==> config.mk <==
export PLATFORM = sky130hd
export DESIGN_NAME = tmr_alarm
export DESIGN_NICKNAME = d
export VERILOG_FILES = /design/src/rtl/tmr_alarm.sv
export SDC_FILE = /design/constraint.sdc
export NUM_CORES = 1
export LEC_CHECK = 0
export ABC_AREA = 1
export CAP_MARGIN = 0
export CORE_MARGIN = 2
export CORE_UTILIZATION = 40
export DETAILED_ROUTE_END_ITERATION = 8
export PLACE_DENSITY = 0.72
export SLEW_MARGIN = 15
export SYNTH_ARGS = -nofsm -noshare
export SYNTH_HDL_FRONTEND = slang
export SYNTH_SLANG_ARGS = --single-unit
==> constraint.sdc <==
create_clock -name clk -period 2.2 [get_ports clk]
set_clock_uncertainty 0.2 [all_clocks]
set_input_delay 0.44 -clock clk [delete_from_list [all_inputs] [get_ports clk]]
set_output_delay 0.44 -clock clk [all_outputs]
set_load 0.1 [all_outputs]
==> src/rtl/tmr_alarm.sv <==
// Millisecond alarm: counts down timer ticks from a programmed reload value and
// raises a sticky pending flag / interrupt on expiry, in one-shot or periodic mode.
module tmr_alarm (
  input  logic        clk,
  input  logic        rst_n,
  input  logic        tick,
  input  logic        stb,
  input  logic        we,
  input  logic [1:0]  addr,
  input  logic [31:0] data_in,
  output logic [31:0] data_out,
  output logic        ack,
  output logic        irq
);

  localparam logic [1:0] ADDR_CTRL   = 2'd0;
  localparam logic [1:0] ADDR_RELOAD = 2'd1;
  localparam logic [1:0] ADDR_COUNT  = 2'd2;
  localparam logic [1:0] ADDR_STATUS = 2'd3;

  logic        en_q, en_d;
  logic        periodic_q, periodic_d;
  logic        ie_q, ie_d;
  logic [31:0] reload_q, reload_d;
  logic [31:0] count_q, count_d;
  logic        pending_q, pending_d;

  logic        ctrl_wr_s, reload_wr_s, status_wr_s;
  logic        expire_s;
  logic [31:0] next_reload_s;

  assign ctrl_wr_s   = stb && we && (addr == ADDR_CTRL);
  assign reload_wr_s = stb && we && (addr == ADDR_RELOAD);
  assign status_wr_s = stb && we && (addr == ADDR_STATUS);

  // A reload value written in the expiry cycle is the one a periodic alarm picks up.
  assign next_reload_s = reload_wr_s ? data_in : reload_q;

  // Next-state logic; a CTRL write suppresses any tick in the same cycle.
  always_comb begin
    en_d       = en_q;
    periodic_d = periodic_q;
    ie_d       = ie_q;
    reload_d   = reload_q;
    count_d    = count_q;
    pending_d  = pending_q;
    expire_s   = 1'b0;

    if (reload_wr_s) begin
      reload_d = data_in;
    end else begin
      reload_d = reload_q;
    end

    if (ctrl_wr_s) begin
      periodic_d = data_in[1];
      ie_d       = data_in[2];
      if (data_in[0] && (reload_q != 32'd0)) begin
        count_d = reload_q;
        en_d    = 1'b1;
      end else begin
        en_d = 1'b0;
      end
    end else if (en_q && tick) begin
      if (count_q > 32'd1) begin
        count_d = count_q - 32'd1;
      end else if (count_q == 32'd1) begin
        expire_s = 1'b1;
        if (periodic_q && (next_reload_s != 32'd0)) begin
          count_d = next_reload_s;
        end else begin
          count_d = 32'd0;
          en_d    = 1'b0;
        end
      end else begin
        count_d = count_q;
      end
    end else begin
      count_d = count_q;
    end

    // Expiry beats a simultaneous software clear.
    if (expire_s) begin
      pending_d = 1'b1;
    end else if (status_wr_s && data_in[0]) begin
      pending_d = 1'b0;
    end else begin
      pending_d = pending_q;
    end
  end

  // State registers.
  always_ff @(posedge clk or negedge rst_n) begin
    if (!rst_n) begin
      en_q       <= 1'b0;
      periodic_q <= 1'b0;
      ie_q       <= 1'b0;
      reload_q   <= 32'd0;
      count_q    <= 32'd0;
      pending_q  <= 1'b0;
    end else begin
      en_q       <= en_d;
      periodic_q <= periodic_d;
      ie_q       <= ie_d;
      reload_q   <= reload_d;
      count_q    <= count_d;
      pending_q  <= pending_d;
    end
  end

  // Read mux.
  always_comb begin
    data_out = 32'd0;
    case (addr)
      ADDR_CTRL:   data_out = {29'd0, ie_q, periodic_q, en_q};
      ADDR_RELOAD: data_out = reload_q;
      ADDR_COUNT:  data_out = count_q;
      ADDR_STATUS: data_out = {31'd0, pending_q};
      default:     data_out = 32'd0;
    endcase
  end

  assign ack = stb;
  assign irq = pending_q & ie_q;

endmodule

==> impl_metrics.prom <==
# TYPE chip_impl_metric gauge
chip_impl_info{name="status",value="finished with violations"} 1
chip_impl_info{name="violations",value="negative setup slack"} 1
chip_impl_info{name="holdCritPathClass",value="reg2reg"} 1
chip_impl_info{name="grt_setup_unrepaired",value="true"} 1
chip_impl_metric{name="initial_core_util",unit="%"} 40.59
chip_impl_metric{name="max_fanout_on_critical_path",unit=""} 5
chip_impl_metric{name="layout_setup_ws",unit="ns"} -0.1421
chip_impl_metric{name="holdWs",unit="ns"} 0.3363
chip_impl_metric{name="ys.warnings.count",unit=""} 0
chip_impl_metric{name="met3_wirelength",unit="µm"} 2502
chip_impl_metric{name="final-setup-viol-count",unit=""} 63
chip_impl_metric{name="postSynthRegisterBits",unit=""} 68
chip_impl_metric{name="fmax",unit="GHz"} 0.4270
chip_impl_metric{name="cts_sinks",unit=""} 68
chip_impl_metric{name="first_global_vias",unit=""} 6407
chip_impl_metric{name="final-max-slew-violation-count",unit=""} 0
chip_impl_info{name="setup.worst_path.class",value="in2out"} 1
chip_impl_metric{name="post-route-cell-area",unit="µm²"} 9253
chip_impl_metric{name="grt_max_degree",unit=""} 69
chip_impl_metric{name="ctsLongestPathBuffers",unit=""} 2
chip_impl_metric{name="max_cap_viol_count",unit=""} 0
chip_impl_metric{name="design.portCount",unit=""} 73
chip_impl_metric{name="final.fill_count",unit=""} 867
chip_impl_metric{name="clkLatencyLatePin",unit="ns"} 0.35
chip_impl_metric{name="finalPower",unit="mW"} 9.794
chip_impl_metric{name="drtPass1Iterations",unit=""} 5
chip_impl_metric{name="area_growth_syn_to_layout",unit="%"} 82.10
chip_impl_metric{name="critPathArrivalTime",unit="ns"} 1.70
chip_impl_metric{name="routed_wire_length_per_instance",unit="µm"} 18.71
chip_impl_metric{name="cts.htree.levels",unit=""} 3
chip_impl_metric{name="grt.total_usage",unit="%"} 32.55
chip_impl_metric{name="critical_path_required",unit="ns"} 1.56
chip_impl_metric{name="power_per_unit_of_standard_cell_area",unit="nW/µm²"} 1059
chip_impl_metric{name="yosys.cell_types.count",unit=""} 30
chip_impl_metric{name="max_slew_headroom",unit="%"} 70.29
chip_impl_metric{name="detail_route.vias_per_cell",unit=""} 5.534
chip_impl_metric{name="site_row_count",unit=""} 41
chip_impl_metric{name="yosysSeqAreaShare",unit="%"} 33.49
chip_impl_metric{name="dr_total_vias",unit=""} 6923
chip_impl_metric{name="placement.cell_area",unit="µm²"} 7959
chip_impl_metric{name="core_box_area",unit="µm²"} 12520
chip_impl_metric{name="wire_length_of_the_first_global_routing_pass",unit="µm"} 33330
chip_impl_metric{name="place.detailed.hpwl",unit="µm"} 14200
chip_impl_metric{name="synth.cell_area",unit="µm²"} 5081
chip_impl_metric{name="postSynthNetCount",unit=""} 861
chip_impl_metric{name="met2WireLength",unit="µm"} 10730
chip_impl_metric{name="finalCritPeriodShare",unit="%"} 106.5
chip_impl_metric{name="syn_area_per_cell",unit="µm²"} 6.196
chip_impl_info{name="cts_root_buffer",value="sky130_fd_sc_hd__clkbuf_16"} 1
chip_impl_metric{name="final_core_utilization",unit="%"} 73.92
chip_impl_metric{name="antenna_violating_nets_post_route",unit=""} 0
chip_impl_info{name="cp-start-kind",value="input port"} 1
chip_impl_metric{name="antennaDiodeCount",unit=""} 0
chip_impl_metric{name="hold_viol",unit=""} 0
chip_impl_metric{name="die_x",unit="µm"} 116.7
chip_impl_metric{name="syn_inst",unit=""} 820
chip_impl_metric{name="grt-ovfl-total",unit=""} 0
chip_impl_metric{name="worst-slew-pin-transition",unit="ns"} 0.4423
chip_impl_metric{name="finalNetCount",unit=""} 1116
chip_impl_metric{name="leakagePower",unit="nW"} 4.685
chip_impl_metric{name="vdd.ir_drop.worst",unit="mV"} 0.4311
chip_impl_metric{name="met1Wirelength",unit="µm"} 8530
chip_impl_metric{name="tritoncts.num_buffers",unit=""} 9
chip_impl_info{name="topRoutingLayerUsed",value="met4"} 1
chip_impl_metric{name="grt_antenna_before_repair",unit=""} 0
chip_impl_metric{name="post_synthesis_async_set_or_reset_flop_share",unit="%"} 100.0
chip_impl_info{name="synth-main-ff-cell",value="sky130_fd_sc_hd__dfrtp_1"} 1
chip_impl_metric{name="dr.first_iter.drc_count",unit=""} 821
chip_impl_metric{name="routed_wl",unit="µm"} 23410
chip_impl_metric{name="post_layout_minimum_cycle_time",unit="ns"} 2.342
chip_impl_metric{name="placer_congestion_estimate",unit=""} 0.9334
chip_impl_info{name="mostFrequentLayoutCell",value="sky130_fd_sc_hd__nand2_1"} 1
chip_impl_info{name="critPathCaptureType",value="output port"} 1
chip_impl_metric{name="share_of_final_layout_standard_cells_stronger_than_drive_strength_1",unit="%"} 35.59
chip_impl_info{name="highest_count_cells_in_the_layout_ignoring_fill_and_taps",value="276 x sky130_fd_sc_hd__nand2_1, 161 x sky130_fd_sc_hd__buf_4, 127 x sky130_fd_sc_hd__inv_1, 67 x sky130_fd_sc_hd__dfrtp_1, 54 x sky130_fd_sc_hd__a21oi_1"} 1
chip_impl_metric{name="route.detailed.drc",unit=""} 0
chip_impl_metric{name="clkSlewWorstSetupHoldPaths",unit="ns"} 0.06
chip_impl_metric{name="die_area",unit="µm²"} 13620
chip_impl_info{name="tritoncts",value="built"} 1
chip_impl_metric{name="fp.dieH",unit="µm"} 116.7
chip_impl_metric{name="numPortBuffers",unit=""} 72
chip_impl_metric{name="synth_enable_flop_cells",unit=""} 0
[registers in the layout, indices dropped and copies added (netlist names)]
name and flops:
count_q 32, en_q 1, ie_q 1, pending_q 1
periodic_q 1, reload_q 32
[layout make-up]
| class | count | area, µm² | area share [%] |
|---|---|---|---|
| multi-input cells | 587 | 3538 | 38.24 |
| repair buffers | 272 | 2990 | 32.32 |
| flip-flops and latches | 68 | 1703 | 18.40 |
| inverters | 137 | 536.8 | 5.801 |
| clock buffers | 11 | 242.7 | 2.623 |
| well taps | 172 | 215.2 | 2.326 |
| clock inverters | 4 | 26.28 | 0.2840 |
[final timing paths]
check                           start      endpoint  slack [ns]  cells after the start
max reg2reg                count_q[0]    count_q[8]       -0.07                     13
max                           addr[1]  data_out[14]       -0.14                     10
min reg2reg                count_q[5]    count_q[5]        0.34                      2
min in group asynchronous       rst_n  reload_q[20]        0.44                      3
min                        count_q[5]    count_q[5]        0.34                      2
max in group asynchronous       rst_n   count_q[28]        1.01                      3
[synth_stat cells (9+ instances only)]
cell                       count  area [µm²]
sky130_fd_sc_hd__buf_2         9       45.04
sky130_fd_sc_hd__a21oi_1      58       290.3
sky130_fd_sc_hd__o21ai_0      16       80.08
sky130_fd_sc_hd__nor2_1       65       244.0
sky130_fd_sc_hd__xor2_1       21       183.9
sky130_fd_sc_hd__nand4_1      32       200.2
sky130_fd_sc_hd__clkbuf_1     15       56.30
sky130_fd_sc_hd__dfrtp_1      68        1702
sky130_fd_sc_hd__nand3_1      20       100.1
sky130_fd_sc_hd__o22ai_1      25       156.4
sky130_fd_sc_hd__o21ai_1       9       45.04
sky130_fd_sc_hd__nand2_1     310        1164
sky130_fd_sc_hd__inv_1       133       499.2
[worst max-delay path: stages]
cell and delay [ns]:
sky130_fd_sc_hd__buf_8 0.07, sky130_fd_sc_hd__buf_6 0.11, sky130_fd_sc_hd__inv_12 0.04, sky130_fd_sc_hd__buf_6 0.11, sky130_fd_sc_hd__nor2_4 0.16, sky130_fd_sc_hd__clkinv_4 0.12, sky130_fd_sc_hd__buf_6 0.15, sky130_fd_sc_hd__buf_16 0.15
sky130_fd_sc_hd__o22ai_4 0.15, sky130_fd_sc_hd__buf_12 0.20
[through the flow]
stage | TNS, ns | worst slack (ns) | cells
detailed placement | -40.60 | -0.7702 | 1188
finish | -4.193 | -0.1421 | 1251
global placement | -40.03 | -0.7707 | 1188
global route | -7.953 | -0.2287 | 1251
floorplan | -0.04462 | -0.02231 | 820
CTS | -1.635 | -0.09201 | 1232
[power breakdown]
group	internal, mW	total (mW)	leakage (nW)	switching (mW)
Sequential	1.64	1.93	0.801	0.286
Clock	0.787	1.39	0.131	0.602
Combinational	2.71	6.48	3.75	3.76
[metal layers]
layer / track usage, % / vias to the layer above
met4: 15.22 / 0
li1: - / 3081
met1: 42.06 / 3211
met2: 52.06 / 480
met3: 7.109 / 151
met5: 0 / -
[kinds of logic after synthesis]
group,count (synthesis),share of synthesized area [%]
AO/OA/AOI/OAI,117,12.63
XOR/XNOR,21,3.620
adder cells (fa/ha/maj),2,0.4924
buffers and inverters,169,13.59
flip-flops,68,33.49
AND/OR/NAND/NOR,443,36.17
[what timing repair did]
action	CTS	global route
endpoints found under the setup margin	66	56
gates cloned	12	4
setup buffers	17	18
pin swaps	39	57
endpoints found under the hold margin	68	0
resized for setup	73	92
hold buffers	1	0
Power figures use the tool's default switching activity.
